## config.mk

```make
export PLATFORM = sky130hd
export DESIGN_NAME = switch_conditioner_341452019534398035
export DESIGN_NICKNAME = d
export VERILOG_FILES = /design/src/rtl/switch_conditioner_341452019534398035.sv
export SDC_FILE = /design/constraint.sdc
export NUM_CORES = 1
export LEC_CHECK = 0
export CORE_MARGIN = 4
export CORE_UTILIZATION = 53
export CTS_CLUSTER_SIZE = 12
export DETAILED_ROUTE_END_ITERATION = 7
export PLACE_DENSITY = 0.85
export SLEW_MARGIN = 15
export SYNTH_ARGS = -nofsm -noshare
export SYNTH_HDL_FRONTEND = slang
export SYNTH_SLANG_ARGS = --single-unit
```

## constraint.sdc

```tcl
create_clock -name clk -period 1.75 [get_ports clk]
set_clock_uncertainty 0.05 [all_clocks]
set_input_delay 0.35 -clock clk [delete_from_list [all_inputs] [get_ports clk]]
set_output_delay 0.35 -clock clk [all_outputs]
set_load 0.01 [all_outputs]
```

## src/rtl/switch_conditioner_341452019534398035.sv

```systemverilog
// Debounces a 7-bit DIP switch bus: 2-flop sync, shared sample prescaler, per-bit qualification counters.
// Define SWCOND_EDGE_EN to build the registered rise/fall/changed pulse outputs; otherwise they are tied to 0.
module switch_conditioner_341452019534398035 #(
    parameter int TICK_LOG2    = 8,
    parameter int STABLE_TICKS = 4
) (
    input  logic       clk,
    input  logic       rst,
    input  logic [6:0] sw_raw,
    output logic [6:0] sw_stable,
    output logic [6:0] sw_rise,
    output logic [6:0] sw_fall,
    output logic       sw_changed,
    output logic       sample_tick
);

    localparam logic [2:0] LP_LAST = 3'(STABLE_TICKS - 1);

    logic [6:0]           r_sync_p0;
    logic [6:0]           r_sync_p1;
    logic [TICK_LOG2-1:0] r_presc;
    logic                 r_tick;
    logic [2:0]           r_cnt [7];
    logic [2:0]           w_cnt_nxt [7];
    logic [6:0]           r_stable;
    logic [6:0]           w_stable_nxt;

    // Synchronizer stage boundary: pads -> r_sync_p0 -> r_sync_p1
    always_ff @(posedge clk or posedge rst) begin
        if (rst) begin
            r_sync_p0 <= '0;
            r_sync_p1 <= '0;
        end else begin
            r_sync_p0 <= sw_raw;
            r_sync_p1 <= r_sync_p0;
        end
    end

    // Tick is registered, so it is high in the cycle after the prescaler reaches all-ones
    always_ff @(posedge clk or posedge rst) begin
        if (rst) begin
            r_presc <= '0;
            r_tick  <= 1'b0;
        end else begin
            r_presc <= r_presc + 1'b1;
            r_tick  <= &r_presc;
        end
    end

    always_comb begin
        w_cnt_nxt    = r_cnt;
        w_stable_nxt = r_stable;
        for (int i = 0; i < 7; i++) begin
            if (r_tick) begin
                if (r_sync_p1[i] == r_stable[i]) begin
                    w_cnt_nxt[i] = 3'd0;
                end else if (r_cnt[i] == LP_LAST) begin
                    w_stable_nxt[i] = r_sync_p1[i];
                    w_cnt_nxt[i]    = 3'd0;
                end else begin
                    w_cnt_nxt[i] = r_cnt[i] + 3'd1;
                end
            end
        end
    end

    // Qualification stage boundary: counters and accepted levels
    always_ff @(posedge clk or posedge rst) begin
        if (rst) begin
            for (int i = 0; i < 7; i++) begin
                r_cnt[i] <= 3'd0;
            end
            r_stable <= '0;
        end else begin
            r_cnt    <= w_cnt_nxt;
            r_stable <= w_stable_nxt;
        end
    end

`ifdef SWCOND_EDGE_EN
    logic [6:0] r_rise;
    logic [6:0] r_fall;
    logic       r_changed;

    // Edge stage boundary: pulses share the clock edge that updates r_stable
    always_ff @(posedge clk or posedge rst) begin
        if (rst) begin
            r_rise    <= '0;
            r_fall    <= '0;
            r_changed <= 1'b0;
        end else begin
            r_rise    <= w_stable_nxt & ~r_stable;
            r_fall    <= ~w_stable_nxt & r_stable;
            r_changed <= |(w_stable_nxt ^ r_stable);
        end
    end

    assign sw_rise    = r_rise;
    assign sw_fall    = r_fall;
    assign sw_changed = r_changed;
`else
    assign sw_rise    = '0;
    assign sw_fall    = '0;
    assign sw_changed = 1'b0;
`endif

    assign sw_stable   = r_stable;
    assign sample_tick = r_tick;

endmodule

```

==> results of run 1 <==
area by class of cell:
type                    instances  area (um^2)
fillers                       328         1544
flip-flops and latches         51         1276
multi-input cells             112        784.5
repair buffers                 19        195.2
clock buffers                   6        82.58
inverters                      18        67.56
well taps                      50        62.56
clock inverters                 2        16.27
flip-flops by register name (all words and copies together), names as in the netlist:
name and count:
r_sync_p0 7, sw_stable 7, sample_tick 1, r_cnt 21, r_sync_p1 7, r_presc 8
power breakdown:
| group | total, mW | leakage (nW) | internal (mW) | switching, mW |
|---|---|---|---|---|
| clock network | 0.709 | 0.0474 | 0.323 | 0.386 |
| logic | 0.0778 | 0.448 | 0.0298 | 0.0480 |
| registers | 1.20 | 0.666 | 1.19 | 0.00720 |
| total | 1.99 | 1.16 | 1.55 | 0.441 |
kinds of logic after synthesis:
family | synth area share
flops | 0.5750
simple gates | 0.1127
buf+inv | 0.09526
compound gates | 0.07497
xor+xnor | 0.05130
fa+ha+maj | 0.04510
mux | 0.04397
other cells | 0.001689
cell usage in the layout, fill, tap and decap left out:
cell	instances
sky130_fd_sc_hd__nand3_1	5
sky130_fd_sc_hd__ha_1	8
sky130_fd_sc_hd__inv_2	1
sky130_fd_sc_hd__xor2_1	2
sky130_fd_sc_hd__o21ai_0	4
sky130_fd_sc_hd__and2_1	2
sky130_fd_sc_hd__clkdlybuf4s50_1	16
sky130_fd_sc_hd__mux2_2	2
sky130_fd_sc_hd__nand2_1	7
sky130_fd_sc_hd__and3_1	1
sky130_fd_sc_hd__nand2b_1	12
sky130_fd_sc_hd__mux2_4	5
sky130_fd_sc_hd__a21o_1	5
sky130_fd_sc_hd__clkinv_4	1
sky130_fd_sc_hd__clkinvlp_4	1
sky130_fd_sc_hd__clkbuf_8	6
sky130_fd_sc_hd__buf_12	1
sky130_fd_sc_hd__buf_4	2
sky130_fd_sc_hd__o21a_1	5
sky130_fd_sc_hd__nand3b_1	2
sky130_fd_sc_hd__nor2_1	7
sky130_fd_sc_hd__o22ai_1	9
sky130_fd_sc_hd__xnor2_1	11
sky130_fd_sc_hd__o21ai_1	3
sky130_fd_sc_hd__nand4_1	1
sky130_fd_sc_hd__nand3_2	5
sky130_fd_sc_hd__inv_1	17
sky130_fd_sc_hd__dfrtp_1	51
sky130_fd_sc_hd__conb_1	15
sky130_fd_sc_hd__nor3b_1	1
path summary, 6_finish.rpt:
kind	depth (start not counted)	to
max in group asynchronous	3	r_cnt[17]$_DFFE_PP0P_
setup reg to reg	3	sw_stable[6]$_DFFE_PP0P_
hold reg to reg	0	r_sync_p1[4]$_DFF_PP0_
setup / recovery	1	sw_stable[4]
min in group asynchronous	3	r_presc[4]$_DFF_PP0_
hold / removal	0	r_sync_p1[4]$_DFF_PP0_
metrics by stage:
stage          hold slack, ns  cell area, um^2
2_1_floorplan          0.2812             2272
3_3_place_gp           0.2830             2386
3_5_place_dp           0.2847             2386
4_1_cts                0.2993             2485
5_1_grt                0.3105             2485
6_report               0.2917             2485
metal layers:
layer | vias to the layer above | global-route usage | routed length, um
met5 | - | 0 | 0
met4 | 0 | 0.06557 | 50
met3 | 6 | 0.04132 | 120
met2 | 19 | 0.2265 | 1646
met1 | 617 | 0.1714 | 1396
li1 | 615 | - | -
==> flow_summary.toml, run 1 <==
[placement]
hpwlAfterDp_um = 2223
io_buffer_count = 16
placed_cells = 250
final_replace_weighted_congestion = 0.7333
placement.setup.worst_slack_ns = 0.3743

[synth]
synthesis.area_mm2 = 0.002220
synth_cell_type_count = 26
yosysWarningCount = 0
synth.top_cells.by_area = "sky130_fd_sc_hd__dfrtp_1 (57%), sky130_fd_sc_hd__buf_4 (5.7%), sky130_fd_sc_hd__ha_1 (4.5%), sky130_fd_sc_hd__xnor2_1 (4.3%), sky130_fd_sc_hd__mux2_4 (3.4%)"
ys_seq_area_frac = 0.5750
synth.top_cells.by_count = "sky130_fd_sc_hd__dfrtp_1 (51), sky130_fd_sc_hd__inv_1 (18), sky130_fd_sc_hd__buf_4 (17)"
synth.ff_latch_count = 51
async_reset_ff_frac = 1.000
synth-edff-count = 0
syn_inst = 186
synth_top_cell_by_area = "sky130_fd_sc_hd__dfrtp_1"
synthDominantCellAreaShare = 0.5750
yosys.cell_count.top_type = "sky130_fd_sc_hd__dfrtp_1"
yosys_most_used_dff = "sky130_fd_sc_hd__dfrtp_1"
avg_cell_area_syn_um2 = 11.93

[sta]
fin_tns_setup_ns = 0
finalWorstSetupSlack_ns = 0.04172
finalSetupViolations = 0
finalMaxSlewViolations = 0
fmax_mhz = 585.4
min_period_over_period = 0.9762
post_layout_minimum_cycle_time_ns = 1.708
hold_viol_final = 0
rsz0062_at_grt = "no"

[setup_path]
cp-end-kind = "output port"
worstSetupPathType = "reg -> out"
timing.critical_path.fanout_max = 3
critical_path.max_stage_delay_ns = 0.58
regToRegSetupSlack_ns = 0.45
cpMaxStageDelayCell = "sky130_fd_sc_hd__clkdlybuf4s50_1"
critical_path_arrival_ns = 1.31
crit_startpoint = "sw_stable[4]$_DFFE_PP0P_"
path_cells = "clkdlybuf4s50_1"
cp_buf_inv_count = 1
top_delay_family_on_crit_path = "buffers and inverters"
cp.required_ns = 1.35
critical_path.reg2reg.startpoint = "sample_tick$_DFF_PP0_"
startpoint_type = "register"

[floorplanning]
placeableCoreArea_mm2 = 0.004029
die_h_um = 72.72
floorplan.io_pins = 32
die_width_um = 72.72
fp.dieArea_mm2 = 0.005287
floorplan.initialDensity = 0.5509
cell_row_count = 23

[clock_network]
max-clock-path-buffers = 2
cts_made_buffers = 5
tritoncts = "yes"
clk-insertion-delay-late_ns = 0.31
post-cts-setup-buffer-count = 0
post_cts_resized = 0
clock_tree.root_cell = "sky130_fd_sc_hd__clkbuf_8"
clkSinkCount = 51
cts.reportedPaths.clkPinSlew_ns = 0.09
hold_buffers = 0
htree_num_levels = 2

[power_and_ir_drop]
p_total_mw = 1.987
power_leakage_nw = 1.161
vdd_ir_drop_max_mv = 0.4265
p_per_area_mw_per_mm2 = 799.7

[finish]
fin_cells = 258
drive_gt1_frac = 0.1154
utilization = 0.6168
num-nets-final = 224
area_grow_syn2layout_pct = 11.95
diodes = 0

[detailed_routing]
detail_route.drc_violations = 0
detailroute.via_count = 1257
detail_route.iter0.violations = 67
avgRoutedWirePerCell_um = 12.46
drt.antenna.violating_nets = 0
drt-vias-per-instance = 4.872
drt_first_pass_iters = 4
drt-total-wl_um = 3214

[global_route]
grt_pass1_vias = 1289
grt_pass1_wl_um = 5637
maximum_number_of_pins_on_one_net_before_global_route_repair = 52
grt_remaining_overflow = 0
number_of_antenna_violations_at_the_first_check_in_global_routing = 0
groute.usage.overall = 0.1397

[outcome]
outcome = "finished clean"

[job]
max-cap-violations = 0

[hold_path]
hold_path.startpoint = "r_sync_p0[4]$_DFF_PP0_"
worst_hold_path_type = "reg -> reg"
Power figures use the tool's default switching activity.
==> run 2: changes to the inputs <==
--- a/config.mk
+++ b/config.mk
@@ -9,8 +9,10 @@
 export CORE_UTILIZATION = 53
 export CTS_CLUSTER_SIZE = 12
 export DETAILED_ROUTE_END_ITERATION = 7
-export PLACE_DENSITY = 0.85
+export PLACE_DENSITY = 0.78
+export SKIP_LAST_GASP = 1
 export SLEW_MARGIN = 15
 export SYNTH_ARGS = -nofsm -noshare
 export SYNTH_HDL_FRONTEND = slang
 export SYNTH_SLANG_ARGS = --single-unit
+export TNS_END_PERCENT = 5
==> run 2 against run 1 <==
First-iteration DRC count fell by 69%. Register-to-register slack improved by 0.02 ns. Core utilization rose by 0.16 points. Global-route usage fell by 0.76 points. Sequential share of layout area fell by 0.13 points. Combinational power rose by 5.8%. Routed wire length fell by 5.2%. Clock power fell by 9.2%. Worst hold slack got worse by 0.0062 ns. Sequential cell count did not move. Die area did not move. Critical endpoint unchanged.
==> flow_summary.toml, run 2 (synthesized netlist as in run 1, its figures left out) <==
[global_route]
groute.usage.overall = 0.1321
number_of_antenna_violations_at_the_first_check_in_global_routing = 0
maximum_number_of_pins_on_one_net_before_global_route_repair = 35
groute.layer.met3.usage = 0.04132
grt_most_used_layer = "met2"
grt_pass1_vias = 1220
grt_remaining_overflow = 0
grt_pass1_wl_um = 5313
gr-usage-met1 = 0.1651
global_route.usage.met2 = 0.2094

[floorplanning]
placeableCoreArea_mm2 = 0.004029
die_width_um = 72.72
fp.dieArea_mm2 = 0.005287
floorplan.io_pins = 32
die_h_um = 72.72
floorplan.initialDensity = 0.5509
cell_row_count = 23

[placement]
placed_cells = 251
hpwlAfterDp_um = 2265
final_replace_weighted_congestion = 0.7180
io_buffer_count = 16
placement.cell_area_mm2 = 0.002406
placement.setup.worst_slack_ns = 0.4356

[setup_path]
worstSetupPathType = "reg -> out"
cp-end-kind = "output port"
top_delay_family_on_crit_path = "buffers and inverters"
regToRegSetupSlack_ns = 0.47
cpMaxStageDelayCell = "sky130_fd_sc_hd__clkdlybuf4s50_1"
cp.required_ns = 1.35
timing.critical_path.fanout_max = 3
critical_path_arrival_ns = 1.25
startpoint_type = "register"
path_cells = "clkdlybuf4s50_1"
cp_buf_inv_count = 1
critical_path.max_stage_delay_ns = 0.55

[detailed_routing]
drt_first_pass_iters = 4
avgRoutedWirePerCell_um = 11.77
detailroute.via_count = 1266
detail_route.drc_violations = 0
detail_route.iter0.violations = 21
drt-total-wl_um = 3048
drt-vias-per-instance = 4.888
drt.antenna.violating_nets = 0

[finish]
area_grow_syn2layout_pct = 12.23
fin_cells = 259
biggestRegsByFlops = "r_cnt x21, r_presc x8"
num-nets-final = 225
drive_gt1_frac = 0.1148
largest_register_ffs = 21
fillers = 343
largest_register = "r_cnt"
diodes = 0
finish.instance_area_mm2 = 0.002491
most_frequent_standard_cell_in_the_layout_excluding_fill_and_tap_cells = "sky130_fd_sc_hd__dfrtp_1"
layout.cells.most_common_list = "sky130_fd_sc_hd__dfrtp_1 (51), sky130_fd_sc_hd__inv_1 (17), sky130_fd_sc_hd__clkdlybuf4s50_1 (16)"

[power_and_ir_drop]
p_per_area_mw_per_mm2 = 773.4
power_leakage_nw = 1.164
vdd_ir_drop_max_mv = 0.5417

[clock_network]
cts.reportedPaths.clkPinSlew_ns = 0.09
clk-insertion-delay-late_ns = 0.30
post-cts-setup-buffer-count = 0
cts_made_buffers = 5
htree_num_levels = 2
post_cts_resized = 0
clkSinkCount = 51
max-clock-path-buffers = 2
tritoncts = "yes"
clock_tree.root_cell = "sky130_fd_sc_hd__clkbuf_8"
hold_buffers = 0

[sta]
post_layout_minimum_cycle_time_ns = 1.653
hold_viol_final = 0
rsz0062_at_grt = "no"
min_period_over_period = 0.9443
finalSetupViolations = 0
fin_tns_setup_ns = 0
finalMaxSlewViolations = 0
finalWorstSetupSlack_ns = 0.09742
fmax_mhz = 605.1

[hold_path]
worst_hold_path_type = "in -> async"

[outcome]
outcome = "finished clean"

[job]
max-cap-violations = 0
run 2: cell count changes in the layout (fill, tap and decap cells not counted), sizes merged:
cell,change
buf,+1
run 2: area by class of cell:
class,instances,area [um^2],share of cell area
Clock buffer,6,72.57,0.02913
Clock inverter,2,12.51,0.005023
Inverter,18,67.56,0.02712
Multi-Input combinational cell,112,784.5,0.3149
Sequential cell,51,1276,0.5123
Tap cell,50,62.56,0.02511
Timing Repair Buffer,20,215.2,0.08639
run 2: worst paths after layout:
| check | startpoint | to | cells past startpoint |
|---|---|---|---|
| min | rst | sw_stable[4]$_DFFE_PP0P_ | 2 |
| min in group clk | r_sync_p0[5]$_DFF_PP0_ | r_sync_p1[5]$_DFF_PP0_ | 0 |
| max | sw_stable[4]$_DFFE_PP0P_ | sw_stable[4] | 1 |
| max in group asynchronous | rst | sw_stable[1]$_DFFE_PP0P_ | 3 |
| min reg2reg | r_sync_p0[5]$_DFF_PP0_ | r_sync_p1[5]$_DFF_PP0_ | 0 |
| max reg2reg | sample_tick$_DFF_PP0_ | sw_stable[4]$_DFFE_PP0P_ | 3 |
run 2: power breakdown:
group | internal [mW] | leakage (nW) | total, mW | switching, mW
sequential | 1.19 | 0.666 | 1.20 | 0.00722
clock | 0.280 | 0.0412 | 0.644 | 0.364
combinational | 0.0338 | 0.457 | 0.0823 | 0.0485
run 2: per-stage QoR:
step           power, mW  utilization  hold WS [ns]
5_1_grt            2.028       0.6183        0.2960
3_3_place_gp       1.308       0.5972        0.2829
6_report           1.927       0.6183        0.2855
2_1_floorplan      1.294            -        0.2812
4_1_cts            1.962       0.6183        0.2848
3_5_place_dp       1.309       0.5972        0.2863
run 2: per-layer routing:
layer	part of all wire	up-vias	routed length, um
met3	0.033	6	101
met4	0.020	0	61
li1	-	622	-
met5	0	-	0
met2	0.50	15	1521
met1	0.45	623	1362
==> run 3: changes to the inputs <==
--- a/config.mk
+++ b/config.mk
@@ -5,11 +5,12 @@
 export SDC_FILE = /design/constraint.sdc
 export NUM_CORES = 1
 export LEC_CHECK = 0
-export CORE_MARGIN = 4
+export CORE_MARGIN = 2
 export CORE_UTILIZATION = 53
 export CTS_CLUSTER_SIZE = 12
 export DETAILED_ROUTE_END_ITERATION = 7
-export PLACE_DENSITY = 0.78
+export PLACE_DENSITY = 0.86
+export REMOVE_ABC_BUFFERS = 1
 export SKIP_LAST_GASP = 1
 export SLEW_MARGIN = 15
 export SYNTH_ARGS = -nofsm -noshare
==> run 3 against run 2 <==
Non-clock buffer count decreased by 1. Cell area decreased by 0.20%. Routed wire length decreased by 4.1%. Total power increased by 0.35%. Critical path type unchanged.
==> flow_summary.toml, run 3 (synthesized netlist as in run 1, its figures left out) <==
[finish]
largest_register_ffs = 21
num-nets-final = 224
layout.cells.most_common_list = "sky130_fd_sc_hd__dfrtp_1 (51), sky130_fd_sc_hd__inv_1 (17), sky130_fd_sc_hd__clkdlybuf4s50_1 (16)"
most_frequent_standard_cell_in_the_layout_excluding_fill_and_tap_cells = "sky130_fd_sc_hd__dfrtp_1"
area_grow_syn2layout_pct = 12.01
biggestRegsByFlops = "r_cnt x21, r_presc x8"
diodes = 0
largest_register = "r_cnt"
fin_cells = 257
drive_gt1_frac = 0.1111

[sta]
hold_viol_final = 0
final.hold.worst_slack_ns = 0.3039
min_period_over_period = 0.9291
fmax_mhz = 615.0
finalSetupViolations = 0
finalMaxSlewViolations = 0
fin_tns_setup_ns = 0
post_layout_minimum_cycle_time_ns = 1.626
finalWorstSetupSlack_ns = 0.1241
rsz0062_at_grt = "no"

[clock_network]
post_cts_resized = 0
hold_buffers = 0
max-clock-path-buffers = 2
cts_made_buffers = 5
clkSinkCount = 51
clk-insertion-delay-late_ns = 0.29
htree_num_levels = 2
cts.reportedPaths.clkPinSlew_ns = 0.08
clock_tree.root_cell = "sky130_fd_sc_hd__clkbuf_8"
post-cts-setup-buffer-count = 0
tritoncts = "yes"

[floorplanning]
floorplan.initialDensity = 0.5509
die_width_um = 68.72
fp.dieArea_mm2 = 0.004722
cell_row_count = 23
floorplan.io_pins = 32
placeableCoreArea_mm2 = 0.004029
die_h_um = 68.72

[hold_path]
holdPathEnd = "r_sync_p1[2]$_DFF_PP0_"
worst_hold_path_type = "reg -> reg"
hold_path.startpoint = "r_sync_p0[2]$_DFF_PP0_"
hold_depth = 0

[placement]
placed_cells = 250
io_buffer_count = 16
placement.setup.worst_slack_ns = 0.4249
hpwlAfterDp_um = 2159
final_replace_weighted_congestion = 0.6784

[power_and_ir_drop]
vdd_ir_drop_max_mv = 0.6633
power_switching_uw = 395.6
power_leakage_nw = 1.165
p_clk_frac = 0.336
seq_power_share = 0.621
p_comb_frac = 0.043
p_total_mw = 1.933
p_per_area_mw_per_mm2 = 777.7
switching_share = 0.2046
cell_internal_pwr_mw = 1.538

[setup_path]
critical_path.max_stage_delay_ns = 0.55
cp.required_ns = 1.35
regToRegEndpoint = "sw_stable[5]$_DFFE_PP0P_"
critical_path_arrival_ns = 1.23
cp_buf_inv_count = 1
worstSetupPathType = "reg -> out"
cpMaxStageDelayCell = "sky130_fd_sc_hd__clkdlybuf4s50_1"
timing.critical_path.fanout_max = 3
top_delay_family_on_crit_path = "buffers and inverters"
critical_path.reg2reg.startpoint = "sample_tick$_DFF_PP0_"
worstRegToRegCells = 3
regToRegSetupSlack_ns = 0.42
cp-end-kind = "output port"
path_cells = "clkdlybuf4s50_1"
startpoint_type = "register"

[detailed_routing]
drt.antenna.violating_nets = 0
avgRoutedWirePerCell_um = 11.38
detailroute.via_count = 1222
drt-vias-per-instance = 4.755
drt-total-wl_um = 2924
detail_route.iter0.violations = 60
detail_route.drc_violations = 0
drt_first_pass_iters = 4

[outcome]
outcome = "finished clean"

[global_route]
number_of_antenna_violations_at_the_first_check_in_global_routing = 0
grt_pass1_wl_um = 5181
grt_pass1_vias = 1204
maximum_number_of_pins_on_one_net_before_global_route_repair = 43
groute.usage.overall = 0.1523
grt_remaining_overflow = 0

[job]
max-cap-violations = 0
## run 3: power by group through the flow
| stage | clock [mW] | sequential, mW | combinational (mW) |
|---|---|---|---|
| 2_1_floorplan | 0 | 1.22 | 0.0464 |
| 3_3_place_gp | 0 | 1.22 | 0.0837 |
| 3_5_place_dp | 0 | 1.23 | 0.0843 |
| 4_1_cts | 0.678 | 1.20 | 0.0847 |
| 5_1_grt | 0.733 | 1.20 | 0.0947 |
| 6_report | 0.649 | 1.20 | 0.0826 |
## run 3: per-layer routing
| layer | global-route usage | wire length, um | up-vias |
|---|---|---|---|
| li1 | - | - | 616 |
| met2 | 0.2284 | 1361 | 30 |
| met4 | 0.05147 | 18 | 0 |
| met1 | 0.2074 | 1391 | 574 |
| met5 | 0 | 0 | - |
| met3 | 0.05357 | 152 | 2 |
## run 3: cell type report
class                   instances  area (um^2)
fillers                       325         1543
inverters                      18        67.56
clock inverters                 1        5.005
flip-flops and latches         51         1276
clock buffers                   6        82.58
well taps                      50        62.56
multi-input cells             112        784.5
repair buffers                 19        207.7
## run 3: worst max path at each step
stage               cells after the start  slack (ns)                  endpoint                startpoint
finish                                  1        0.12              sw_stable[5]  sw_stable[5]$_DFFE_PP0P_
global route                            1        0.05              sw_stable[0]  sw_stable[0]$_DFFE_PP0P_
CTS                                     1        0.10              sw_stable[5]  sw_stable[5]$_DFFE_PP0P_
detailed placement                      3        0.42  sw_stable[5]$_DFFE_PP0P_     sample_tick$_DFF_PP0_
global placement                        1        0.45              sw_stable[1]  sw_stable[1]$_DFFE_PP0P_
floorplan                               1        0.12      r_cnt[0]$_DFFE_PP0P_                       rst
## run 3: through the flow
| stage | utilization | area [um^2] |
|---|---|---|
| floorplan | - | 2128 |
| global placement | 0.5953 | 2399 |
| detailed placement | 0.5953 | 2399 |
| CTS | 0.6171 | 2486 |
| global route | 0.6171 | 2486 |
| finish | 0.6171 | 2486 |
